$ cat src/rtl/trigger_pkg.sv
// Shared types and constants for the oscilloscope trigger unit.
//   - state_e  : trigger state machine encoding
//   - EdgeRise / EdgeFall : values of the edge_fall select input
//   - DefDataW / DefCntW  : default sample and counter widths
package trigger_pkg;

  localparam int unsigned DefDataW = 8;
  localparam int unsigned DefCntW  = 16;

  localparam logic EdgeRise = 1'b0;
  localparam logic EdgeFall = 1'b1;

  typedef enum logic [2:0] {
    ST_CLEAR,
    ST_HOLDOFF,
    ST_ARMING,
    ST_ARMED,
    ST_FIRED
  } state_e;

endpackage

$ cat src/rtl/trig_threshold.sv
// Threshold compare for the trigger unit. Derives the hysteresis-adjusted arm
// threshold (lo = level-hyst saturated at 0, hi = level+hyst saturated at
// all-ones) and flags whether the current sample arms or fires for the
// selected edge.
// Ports:
//   adc_data_i  - current sample
//   level_i     - trigger threshold
//   hyst_i      - hysteresis band
//   edge_fall_i - 0 = rising edge, 1 = falling edge
//   arm_hit_o   - sample is on the arming side of the hysteresis band
//   fire_hit_o  - sample has crossed the trigger level
module trig_threshold
  import trigger_pkg::*;
#(
  parameter int unsigned DATA_W = DefDataW
) (
  input  logic [DATA_W-1:0] adc_data_i,
  input  logic [DATA_W-1:0] level_i,
  input  logic [DATA_W-1:0] hyst_i,
  input  logic              edge_fall_i,
  output logic              arm_hit_o,
  output logic              fire_hit_o
);

  logic [DATA_W-1:0] lo;
  logic [DATA_W-1:0] hi;
  logic [DATA_W:0]   sum;

  assign lo  = (level_i >= hyst_i) ? (level_i - hyst_i) : '0;
  // One extra bit catches the carry so hi can saturate instead of wrapping.
  assign sum = {1'b0, level_i} + {1'b0, hyst_i};
  assign hi  = sum[DATA_W] ? '1 : sum[DATA_W-1:0];

  always_comb begin
    arm_hit_o  = 1'b0;
    fire_hit_o = 1'b0;
    if (edge_fall_i == EdgeFall) begin
      arm_hit_o  = (adc_data_i >= hi);
      fire_hit_o = (adc_data_i <= level_i);
    end else begin
      arm_hit_o  = (adc_data_i <= lo);
      fire_hit_o = (adc_data_i >= level_i);
    end
  end

endmodule

$ cat src/rtl/trigger_unit.sv
// Edge trigger with hysteresis, holdoff and optional auto-trigger.
// Optional feature macro: TRIGGER_AUTO_EN (builds the auto-timeout counter).
// Ports:
//   clk_50mhz    - clock, all state on rising edge
//   reset        - asynchronous active-low reset
//   adc_data     - current ADC sample, qualified by sample_valid
//   sample_valid - one-cycle strobe for a new sample
//   trig_reset   - level; while high the unit is disarmed and cleared
//   level, hyst, edge_fall - threshold, hysteresis band, edge select
//   holdoff      - valid samples ignored after trig_reset falls
//   auto_timeout - valid samples before a forced trigger (0 = off)
//   trig         - sticky trigger flag
//   armed        - high while armed
//   auto_fired   - trig came from the auto timeout
module trigger_unit
  import trigger_pkg::*;
#(
  parameter int unsigned DATA_W = DefDataW,
  parameter int unsigned CNT_W  = DefCntW
) (
  input  logic              clk_50mhz,
  input  logic              reset,
  input  logic [DATA_W-1:0] adc_data,
  input  logic              sample_valid,
  input  logic              trig_reset,
  input  logic [DATA_W-1:0] level,
  input  logic [DATA_W-1:0] hyst,
  input  logic              edge_fall,
  input  logic [CNT_W-1:0]  holdoff,
  input  logic [CNT_W-1:0]  auto_timeout,
  output logic              trig,
  output logic              armed,
  output logic              auto_fired
);

  state_e           state_q, state_d;
  logic [CNT_W-1:0] hold_cnt_q, hold_cnt_d;
  logic             arm_hit, fire_hit;
  logic             auto_hit;
  logic             auto_fire;

  trig_threshold #(
    .DATA_W (DATA_W)
  ) u_threshold (
    .adc_data_i  (adc_data),
    .level_i     (level),
    .hyst_i      (hyst),
    .edge_fall_i (edge_fall),
    .arm_hit_o   (arm_hit),
    .fire_hit_o  (fire_hit)
  );

  always_comb begin
    state_d    = state_q;
    hold_cnt_d = hold_cnt_q;
    auto_fire  = 1'b0;
    if (trig_reset) begin
      state_d    = ST_CLEAR;
      hold_cnt_d = holdoff;
    end else begin
      unique case (state_q)
        // Reloading here makes a release from reset behave like a trig_reset fall.
        ST_CLEAR: begin
          state_d    = ST_HOLDOFF;
          hold_cnt_d = holdoff;
        end
        ST_HOLDOFF: begin
          if (sample_valid) begin
            if (hold_cnt_q <= CNT_W'(1)) begin
              state_d    = ST_ARMING;
              hold_cnt_d = '0;
            end else begin
              hold_cnt_d = hold_cnt_q - CNT_W'(1);
            end
          end
        end
        ST_ARMING: begin
          if (sample_valid) begin
            if (auto_hit) begin
              state_d   = ST_FIRED;
              auto_fire = 1'b1;
            end else if (arm_hit) begin
              state_d = ST_ARMED;
            end
          end
        end
        ST_ARMED: begin
          // A real edge outranks the timeout on the same sample.
          if (sample_valid) begin
            if (fire_hit) begin
              state_d = ST_FIRED;
            end else if (auto_hit) begin
              state_d   = ST_FIRED;
              auto_fire = 1'b1;
            end
          end
        end
        ST_FIRED: state_d = ST_FIRED;
        default:  state_d = ST_CLEAR;
      endcase
    end
  end

  always_ff @(posedge clk_50mhz or negedge reset) begin
    if (!reset) begin
      state_q    <= ST_CLEAR;
      hold_cnt_q <= '0;
    end else begin
      state_q    <= state_d;
      hold_cnt_q <= hold_cnt_d;
    end
  end

  assign trig  = (state_q == ST_FIRED);
  assign armed = (state_q == ST_ARMED);

`ifdef TRIGGER_AUTO_EN
  logic [CNT_W-1:0] auto_cnt_q, auto_cnt_d, auto_cnt_inc;
  logic             auto_fired_q, auto_fired_d;

  assign auto_cnt_inc = (&auto_cnt_q) ? auto_cnt_q : (auto_cnt_q + CNT_W'(1));
  assign auto_hit     = (auto_timeout != '0) && (auto_cnt_inc >= auto_timeout);

  always_comb begin
    auto_cnt_d   = auto_cnt_q;
    auto_fired_d = auto_fired_q;
    if (trig_reset) begin
      auto_cnt_d   = '0;
      auto_fired_d = 1'b0;
    end else if (state_q == ST_CLEAR || state_q == ST_HOLDOFF) begin
      // Held at zero until ST_ARMING is entered.
      auto_cnt_d = '0;
    end else if (sample_valid && (state_q == ST_ARMING || state_q == ST_ARMED)) begin
      auto_cnt_d = auto_cnt_inc;
      if (auto_fire) begin
        auto_fired_d = 1'b1;
      end
    end
  end

  always_ff @(posedge clk_50mhz or negedge reset) begin
    if (!reset) begin
      auto_cnt_q   <= '0;
      auto_fired_q <= 1'b0;
    end else begin
      auto_cnt_q   <= auto_cnt_d;
      auto_fired_q <= auto_fired_d;
    end
  end

  assign auto_fired = auto_fired_q;
`else
  logic unused_auto;
  assign auto_hit    = 1'b0;
  assign auto_fired  = 1'b0;
  assign unused_auto = ^{auto_timeout, auto_fire};
`endif

endmodule

$ cat config.mk
export PLATFORM = sky130hd
export DESIGN_NAME = trigger_unit
export DESIGN_NICKNAME = d
export VERILOG_FILES = /design/src/rtl/trigger_pkg.sv /design/src/rtl/trig_threshold.sv /design/src/rtl/trigger_unit.sv
export SDC_FILE = /design/constraint.sdc
export NUM_CORES = 1
export LEC_CHECK = 0
export BUFFER_PORTS_ARGS = -buffer_cell sky130_fd_sc_hd__buf_2
export CAP_MARGIN = 0
export CORE_MARGIN = 4
export CORE_UTILIZATION = 30
export DETAILED_ROUTE_END_ITERATION = 8
export PLACE_DENSITY = 0.55
export SLEW_MARGIN = 10
export SYNTH_ARGS = -nofsm -noshare
export SYNTH_HDL_FRONTEND = slang
export SYNTH_SLANG_ARGS = --single-unit
$ cat constraint.sdc
create_clock -name clk_50mhz -period 2.2 [get_ports clk_50mhz]
set_input_delay 0.11 -clock clk_50mhz [delete_from_list [all_inputs] [get_ports clk_50mhz]]
set_output_delay 0.11 -clock clk_50mhz [all_outputs]
set_load 0.01 [all_outputs]
==> results of run 1 <==
cell usage after synthesis (2+ instances only):
cell type                  instances
sky130_fd_sc_hd__nor2b_1           7
sky130_fd_sc_hd__buf_4             3
sky130_fd_sc_hd__or4_4             2
sky130_fd_sc_hd__fa_1              2
sky130_fd_sc_hd__a31oi_1           2
sky130_fd_sc_hd__a211oi_1          2
sky130_fd_sc_hd__a221o_1           2
sky130_fd_sc_hd__xor2_1            3
sky130_fd_sc_hd__nand2_1          18
sky130_fd_sc_hd__o21bai_1          2
sky130_fd_sc_hd__o211ai_1          4
sky130_fd_sc_hd__ha_1             42
sky130_fd_sc_hd__and2_2            2
sky130_fd_sc_hd__nand4_1           6
sky130_fd_sc_hd__nand2b_1          7
sky130_fd_sc_hd__nand3_1           3
sky130_fd_sc_hd__o21ai_0          30
sky130_fd_sc_hd__a21oi_1          26
sky130_fd_sc_hd__o311ai_1          2
sky130_fd_sc_hd__o21a_1            3
sky130_fd_sc_hd__a21boi_0          2
sky130_fd_sc_hd__a32oi_1           2
sky130_fd_sc_hd__and2_1            2
sky130_fd_sc_hd__clkbuf_1          4
sky130_fd_sc_hd__o31ai_1           3
sky130_fd_sc_hd__nor3_1            7
sky130_fd_sc_hd__xnor2_1           7
sky130_fd_sc_hd__and3_1            3
sky130_fd_sc_hd__dfrtp_1          19
sky130_fd_sc_hd__nor3b_1           2
sky130_fd_sc_hd__a22oi_1           6
sky130_fd_sc_hd__a21o_1            6
sky130_fd_sc_hd__inv_1            27
sky130_fd_sc_hd__nor2_1           26
sky130_fd_sc_hd__o22ai_1           2
sky130_fd_sc_hd__nor4_1            4
per-layer routing:
layer	vias to the layer above	part of all wire, %	global-route usage (%)
met1	1160	46	17.1
met2	49	49	24.7
met3	9	3.4	1.27
met4	0	1.6	3.57
li1	1337	-	-
met5	-	0	0
power by group:
part | internal, mW | switching (mW)
sequential | 0.478 | 0.128
clock | 0.129 | 0.127
combinational | 0.587 | 0.640
total | 1.19 | 0.896
logic make-up after synthesis:
kind of cell / count (synthesis) / share of synthesized area [%]
buffers and inverters: 36 / 6.25
adders and majority gates: 44 / 22.8
other: 1 / 0.151
DFF: 19 / 19.2
and+or+nand+nor: 98 / 21.3
xor gates and xnor gates: 10 / 3.53
AOI/OAI and AO/OA: 104 / 26.8
worst max-delay path, stage by stage:
cell and delay (ps):
sky130_fd_sc_hd__buf_8 100, sky130_fd_sc_hd__ha_4 150, sky130_fd_sc_hd__fa_2 380, sky130_fd_sc_hd__nand2b_4 90, sky130_fd_sc_hd__a21oi_2 70, sky130_fd_sc_hd__o21ba_4 210
sky130_fd_sc_hd__o31ai_4 280, sky130_fd_sc_hd__a21oi_4 120, sky130_fd_sc_hd__buf_4 140, sky130_fd_sc_hd__buf_4 130, sky130_fd_sc_hd__nor2_1 110, sky130_fd_sc_hd__ha_1 280
sky130_fd_sc_hd__a21oi_2 130, sky130_fd_sc_hd__o211ai_1 90, sky130_fd_sc_hd__and3_1 150, sky130_fd_sc_hd__o31a_1 220
cell type report:
cell class              instances  area [sq um]  area share, %
inverters                      27           101           2.95
repair buffers                102           677           19.7
flip-flops and latches         19           475           13.8
clock buffers                   4          45.0           1.31
well taps                     102           128           3.71
multi-input cells             257          2010           58.5
what timing repair did:
item                                   CTS  global route
pin swaps                                9            13
setup endpoints to repair                1             9
endpoints found under the hold margin   19             0
gates cloned                             0             0
setup buffers                            3             4
hold buffers                             1             0
gates resized for setup                  7            16
flip-flops by register name, indices dropped and copies added (netlist names):
signal	flops
state_q	3
hold_cnt_q	16
through the flow:
step / worst slack [ps] / util [%] / std cells
2_1_floorplan: -465 / - / 312
3_3_place_gp: -783 / 40.9 / 499
3_5_place_dp: -830 / 40.9 / 499
4_1_cts: -415 / 42.2 / 507
5_1_grt: -592 / 43.6 / 511
6_report: -421 / 43.6 / 511
worst min path at each step:
stage               startpoint        endpoint  slack [ps]  depth (start not counted)
detailed placement       reset  hold_cnt_q[12]          90                          1
finish              trig_reset      state_q[2]          60                          2
global placement         reset  hold_cnt_q[12]          90                          1
global route        trig_reset      state_q[2]          60                          2
floorplan                reset   hold_cnt_q[0]        -190                          0
CTS                 holdoff[7]   hold_cnt_q[7]          60                          3
==> results.md, run 1 <==
Run status:
- The run finished, with violations left.
- The checks that failed: negative setup slack.

Cells and area:
- The number of filler cells placed in the layout is 810.
- The fraction of final layout cells with drive strength greater than 1 is 33.5%.
- Summing all non-filler instances in the final layout gives an area of 3440 sq um.
- The final net count is 515.
- The number of antenna diodes in the final layout is 0.
- The most frequent standard cell in the layout excluding fill and tap cells is sky130_fd_sc_hd__buf_4.
- The library cells used most frequently in the layout, excluding fill and tap cells, are sky130_fd_sc_hd__buf_4 (53), sky130_fd_sc_hd__buf_2 (44), sky130_fd_sc_hd__ha_1 (39), sky130_fd_sc_hd__o21ai_0 (28), sky130_fd_sc_hd__inv_1 (27).
- Relative to the synthesized area, the layout overhead comes to 38.5%.

Floorplanning:
- The count of pins on the block boundary is 64.
- For this configuration, the core starts out at a cell density of 31.5%.
- The height of the die is 98.9 um.
- The floorplan has 32 rows.
- The area enclosed by the die boundary is 9790 sq um.
- The total core area is 7890 sq um.
- In this run the horizontal extent of the chip is 98.9 um.

Clock tree:
- The number of buffers on the longest clock path is 2.
- CTS built an H-tree with a depth of 1.
- The TritonCTS clock tree is done.
- At the later pin of the worst-skew pair, clock insertion delay measures 260 ps.
- The number of clock sinks seen by CTS is 19.
- Buffers inserted during clock tree synthesis total 3.
- The cell at the root of the clock tree is sky130_fd_sc_hd__clkbuf_8.
- The clock-pin slew on the worst setup and hold paths is 80 ps.

Critical path:
- The critical path startpoint is level[0].
- The end of the critical path is state_q[0].
- The setup slack of the worst register-to-register path is 80 ps.
- The startpoint type of the worst setup path is an input pin.
- STA classifies the critical path endpoint as a flip-flop.
- The logic depth of the worst register-to-register path is 7.
- The destination of the worst register-to-register timing path is hold_cnt_q[11].
- The largest fanout on the critical path is 5.
- By startpoint and endpoint, the worst setup path is classified as input pin to flip-flop.
- In this run the critical register-to-register path is launched from hold_cnt_q[7].
- For the worst setup path, the data required time is 2360 ps.
- For the worst setup path, the data arrival time is 2780 ps.

Yosys:
- Synthesis produced a netlist whose cell count is 312.
- The count of unique library cells instantiated by Yosys is 58.
- By area the synthesized netlist is led by sky130_fd_sc_hd__ha_1 (21%), sky130_fd_sc_hd__dfrtp_1 (19%), sky130_fd_sc_hd__o21ai_0 (6.1%), sky130_fd_sc_hd__a21oi_1 (5.2%), sky130_fd_sc_hd__inv_1 (4.1%).
- The Yosys warning count is 0.
- Summing every instance area after synthesis gives 2480 sq um.
- In this run, synthesis produced a sequential element count of 19.
- For this run, the register share of the synthesized area comes to 19.2%.
- The share of the synthesized area in the top cell type is 21.2%.
- For this run, the leading register cell type out of synthesis is sky130_fd_sc_hd__dfrtp_1.
- The count of flip-flops with a built-in enable after synthesis is 0.
- The most area-hungry cell type in the Yosys netlist is sky130_fd_sc_hd__ha_1.
- The number of nets handed over by synthesis was 417.
- The mean post-synth cell area is 7.95 sq um.
- In the synthesized netlist the async set-or-reset flop fraction comes to 100%.

Placement:
- Once placement finished, the instance area stood at 3220 sq um.
- The congestion estimate from routability-driven global placement came to 0.851.
- The wire-length estimate of the detail-placed layout is 5.61 mm.
- The number of I/O port buffers is 46.

Global route:
- The wire length of the first global-routing pass is 11.1 mm.
- Entering global routing, the biggest net connects 20 pins.
- Global routing used 13.6% of the available tracks.
- The number of antenna violations at the first check in global routing is 0.
- The via count of the first global-routing pass was 2426.
- The total congestion overflow after global routing is 0.

Drt:
- Wires add up to 6.78 mm.
- The number of nets still failing antenna checks after routing is 0.
- After detailed routing, the number of remaining DRC violations is 0.
- In the routed layout, each cell is associated on average with a via count of 5.00.
- The first detailed-routing pass took 4 iterations.
- Summing over every cut layer, the via total after detailed routing is 2555.
- The number of DRC violations after detailed-routing iteration 0 is 36.
- In the final routed layout, each cell accounts on average for 13.3 um.

Hold path:
- The worst min-delay path category is input pin to flip-flop.

Pwr:
- The analysis attributes to cell leakage a power of 1.65 nW.
- The power density normalized to cell area is 608 nW/um^2.
- The overall power of the completed layout is 2.09 mW.
- The maximum ir drop on the vdd rail is 0.000218 V.

Timing:
- For the final database, setup skew stands at 2.17 ps.
- Setup total negative slack on the finished layout was measured at -421 ps.
- Once routing completed, OpenROAD measured the worst setup slack at -421 ps.
- The worst hold slack across all endpoints is 59.4 ps.
- The post-route minimum period is 2620 ps.
- The timing-limited maximum frequency is 381 MHz.
- The worst path uses 119% of the clock period.
- The number of hold-slack violations in the final timing report is 0.
- Setup repair after global routing could not meet its margin everywhere.
- The final max-slew violation count is 0.
- The number of endpoints failing setup at the final stage is 1.

Run:
- The max-capacitance violation count is 0.
(Power assumes the default switching activity.)
==> inputs of run 2 (changes only) <==
Settings changed: CORE_MARGIN 4 to 2, PLACE_DENSITY 0.55 to default.
Clock period 2.2 ns to 2.8 ns, I/O delays scaled along.
==> run 2 against run 1 <==
Effect of this change: the flow now finishes without violations; cell count down 4.7%; global-route usage up 0.97 points; critical path depth unchanged; core utilization down 4.6 points; combinational power down 31%; count of clock-buffer cells in the layout unchanged; clock power down 21%; hold slack better by 25 ps; largest power group unchanged; highest routed layer unchanged.
==> results.md, run 2 (synthesis results as in run 1) <==
Cells and area:
- Largest registers in the final layout: hold_cnt_q: 16 flops, state_q: 3 flops (unchanged).
- Leading cell types in the layout, fill and taps excluded: sky130_fd_sc_hd__buf_2 (45), sky130_fd_sc_hd__ha_1 (39), sky130_fd_sc_hd__buf_4 (29), sky130_fd_sc_hd__o21ai_0 (28), sky130_fd_sc_hd__inv_1 (27) (was sky130_fd_sc_hd__buf_4 (53), sky130_fd_sc_hd__buf_2 (44), sky130_fd_sc_hd__ha_1 (39), sky130_fd_sc_hd__o21ai_0 (28), sky130_fd_sc_hd__inv_1 (27)).
- The number of filler cells placed in the layout is 864 (was 810).
- The fraction of final layout cells with drive strength greater than 1 is 27.7% (was 33.5%).
- The register with the highest flop count is hold_cnt_q (unchanged).
- The number of antenna repair diodes is 0 (unchanged).
- The most frequent standard cell in the layout excluding fill and tap cells is sky130_fd_sc_hd__buf_2 (was sky130_fd_sc_hd__buf_4).
- The flip-flop count of the largest register after layout was 16 (unchanged).
- The area added between synthesis and finish is 27.8% (was 38.5%).
- The final instance count without filler cells is 487 (was 511).
- The final net count was 488 (was 515).
- The post-layout instance area is 3170 sq um (was 3440 sq um).

Hold path:
- The origin of the worst min-delay path is trig_reset (unchanged).
- The count of cells along the worst hold path is 2 (unchanged).
- The worst min-delay path category is input pin to flip-flop (unchanged).
- The endpoint of the worst hold path was state_q[2] (unchanged).

Drt:
- The iteration count of the initial detailed-routing pass is 4 (unchanged).
- The number of DRC violations after detailed-routing iteration 0 was 61 (was 36).
- The number of nets still failing antenna checks after routing was 0 (unchanged).
- The final routed wire length divided by cell count was 13.6 um (was 13.3 um).
- The post-detailed-route DRC marker count is 0 (unchanged).
- The via density per instance is 5.17 (was 5.00).
- The number of vias in the routed layout is 2516 (was 2555).
- The routed wire length was 6.61 mm (was 6.78 mm).

Timing:
- The part of the cycle the worst path needs is 96.3%.
- The worst clock skew is 1.59 ps (was 2.17 ps).
- Based on the critical path, the design can be clocked at up to 371 MHz.
- The total negative setup slack is 0 ps (was -421 ps).
- The worst hold slack across all endpoints came to 84.5 ps (was 59.4 ps).
- The final max-slew violation count is 0 (unchanged).
- The number of endpoints failing setup at the final stage was 0 (was 1).
- The number of hold-slack violations in the final timing report came to 0 (unchanged).
- Subtracting the final worst setup slack from the clock period gives 2700 ps.
- Unrepaired setup endpoints after global routing: true (unchanged).

Clock tree:
- The latest clock arrival within the worst-skew pair is 260 ps (about the same).
- The number of clock sinks seen by CTS is 19 (unchanged).
- The clock-pin slew on the worst setup and hold paths is 80 ps (about the same).
- The cell at the root of the clock tree is sky130_fd_sc_hd__clkbuf_8 (unchanged).
- The TritonCTS clock tree was done (unchanged).
- The number of H-tree levels is 1 (unchanged).
- The number of buffers on the longest clock path came to 2 (unchanged).
- The number of buffers inserted during clock tree synthesis is 3 (unchanged).

Critical path:
- The count of buffering cells on the critical path with inverters included is 1 (was 3).
- The largest fanout on the critical path is 5 (unchanged).
- The startpoint of the worst-slack reg-to-reg timing path is hold_cnt_q[7] (unchanged).
- The signal arrival time at the worst endpoint was 2850 ps (was 2780 ps).
- Cell Chain, Critical Path: buf_2 > ha_4 > fa_2 > nand2b_4 > a21oi_2 > o21ba_4 > o31ai_4 > a21oi_4 > or2_4 > ha_4 > nor2b_2 > o21ai_1 > a21oi_1 > o211ai_1 > and3_1 > o31a_1 (was buf_8 > ha_4 > fa_2 > nand2b_4 > a21oi_2 > o21ba_4 > o31ai_4 > a21oi_4 > buf_4 > buf_4 > nor2_1 > ha_1 > a21oi_2 > o211ai_1 > and3_1 > o31a_1).
- The longest individual stage delay on the worst path is 410 ps (was 380 ps).
- Counting stages on the worst path, the most repeated cell is sky130_fd_sc_hd__ha_4.
- The required time at the worst-slack endpoint was 2960 ps (was 2360 ps).
- The setup slack of the worst register-to-register path is 570 ps (was 80 ps).
- The startpoint type of the worst setup path is an input pin (unchanged).
- The path type of the worst setup path is input pin to flip-flop (unchanged).
- The kind of end point of the critical path was a flip-flop (unchanged).
- The logic depth of the worst register-to-register path came to 7 (unchanged).
- The worst-path cell with the longest stage delay is sky130_fd_sc_hd__fa_2 (unchanged).
- The critical path's top delay family is compound AO/OA/AOI/OAI gates (unchanged).
- The destination of the worst register-to-register timing path is hold_cnt_q[14] (was hold_cnt_q[11]).

Pwr:
- The combinational fraction of design power is 54.7% (was 58.7%).
- The cell-internal power is 0.864 mW (was 1.19 mW).
- The static leakage is 1.50 nW (was 1.65 nW).
- The switching power is 0.679 mW (was 0.896 mW).
- The proportion of power drawn by flip-flops and latches is 32.1% (was 29.0%).
- The clock share of power is 13.2% (was 12.3%).
- The power density normalized to cell area is 486 nW/um^2 (was 608 nW/um^2).
- The maximum ir drop on the vdd rail is 0.000189 V (was 0.000218 V).
- The fraction of power spent switching nets is 44.0% (was 42.9%).

Placement:
- The number of I/O port buffers is 46 (unchanged).
- The cell count after placement is 480 (was 499).
- The final HPWL from detailed placement came to 5.35 mm (was 5.61 mm).
- The post-detailed-placement cell area was 3010 sq um (was 3220 sq um).
- The global placer's final weighted congestion is 0.853 (was 0.851).

Global route:
- The largest net degree at the start of global routing is 20 (unchanged).
- The aggregate global-route resource usage came to 14.6% (was 13.6%).
- The via count of the first global-routing pass is 2414 (was 2426).
- The wire length of the first global-routing pass is 10.7 mm (was 11.1 mm).
- The total congestion overflow after global routing is 0 (unchanged).
- The number of antenna violations at the first check in global routing came to 0 (unchanged).

Floorplanning:
- The starting density of the core came to 30.5% (was 31.5%).
- The area enclosed by the die boundary is 9010 sq um (was 9790 sq um).
- The height of the die is 94.9 um (was 98.9 um).
- The site row count came to 33 (was 32).
- The die width came to 94.9 um (was 98.9 um).
- The count of pins on the block boundary is 64 (unchanged).
- The total core area is 8130 sq um (was 7890 sq um).

Run:
- The max-capacitance violation count is 0 (unchanged).

Run status:
- Result of the run: finished clean (was finished, violations left).
## run 2: routing by layer
metal / part of all wire (%) / GRT usage, % / up-vias
met4: 0.89 / 2.66 / 0
met5: 0 / 0 / -
li1: - / - / 1276
met1: 44 / 18.1 / 1178
met2: 51 / 27.5 / 55
met3: 3.6 / 1.12 / 7
## run 2: layout make-up
| type | count | area (sq um) | share of cell area, % |
|---|---|---|---|
| Clock buffer | 4 | 45.0 | 1.42 |
| Inverter | 27 | 101 | 3.20 |
| Multi-Input combinational cell | 257 | 1970 | 62.0 |
| Sequential cell | 19 | 475 | 15.0 |
| Tap cell | 105 | 131 | 4.14 |
| Timing Repair Buffer | 75 | 453 | 14.3 |
## run 2: worst max path at each step
stage          depth (start not counted)      from  slack (ps)    endpoint
3_3_place_gp                          16  level[0]        -240  state_q[0]
6_report                              16   hyst[0]         100  state_q[0]
5_1_grt                               16   hyst[0]         -40  state_q[0]
2_1_floorplan                         15  level[0]          20  state_q[0]
4_1_cts                               16  level[0]          30  state_q[0]
3_5_place_dp                          16  level[0]        -290  state_q[0]
## run 2: repair_timing
item                                    in CTS  in global routing
resized for setup                            2                 15
hold endpoints to repair                    19                  0
endpoints found under the setup margin       1                  1
pin swaps                                    1                 10
cloned                                       0                  0
setup buffers                                0                  2
hold buffers                                 1                  0
## run 2: per-stage QoR
stage                     setup WS (ps)  utilization, %  power (mW)
after detailed placement           -291            37.0        1.31
after global placement             -238            37.0        1.29
after floorplan                    16.2               -        1.05
final                               103            39.0        1.54
after CTS                          28.7            37.9        1.52
after global routing              -40.9            39.0        1.68
## run 2: power groups by stage
stage,Sequential (mW),Combinational (mW),Clock (mW)
after floorplan,0.468,0.587,0
after global placement,0.491,0.797,0
after detailed placement,0.498,0.812,0
after CTS,0.493,0.821,0.206
after global routing,0.510,0.957,0.217
final,0.495,0.844,0.204
## run 2: worst reg2reg max path, stage by stage (launching register included)
cell and delay (ps):
sky130_fd_sc_hd__dfrtp_1 410, sky130_fd_sc_hd__or4_4 580, sky130_fd_sc_hd__nor3_4 240, sky130_fd_sc_hd__a31oi_2 220, sky130_fd_sc_hd__buf_4 220, sky130_fd_sc_hd__o21ai_0 70, sky130_fd_sc_hd__a21boi_0 100, sky130_fd_sc_hd__a211o_1 290
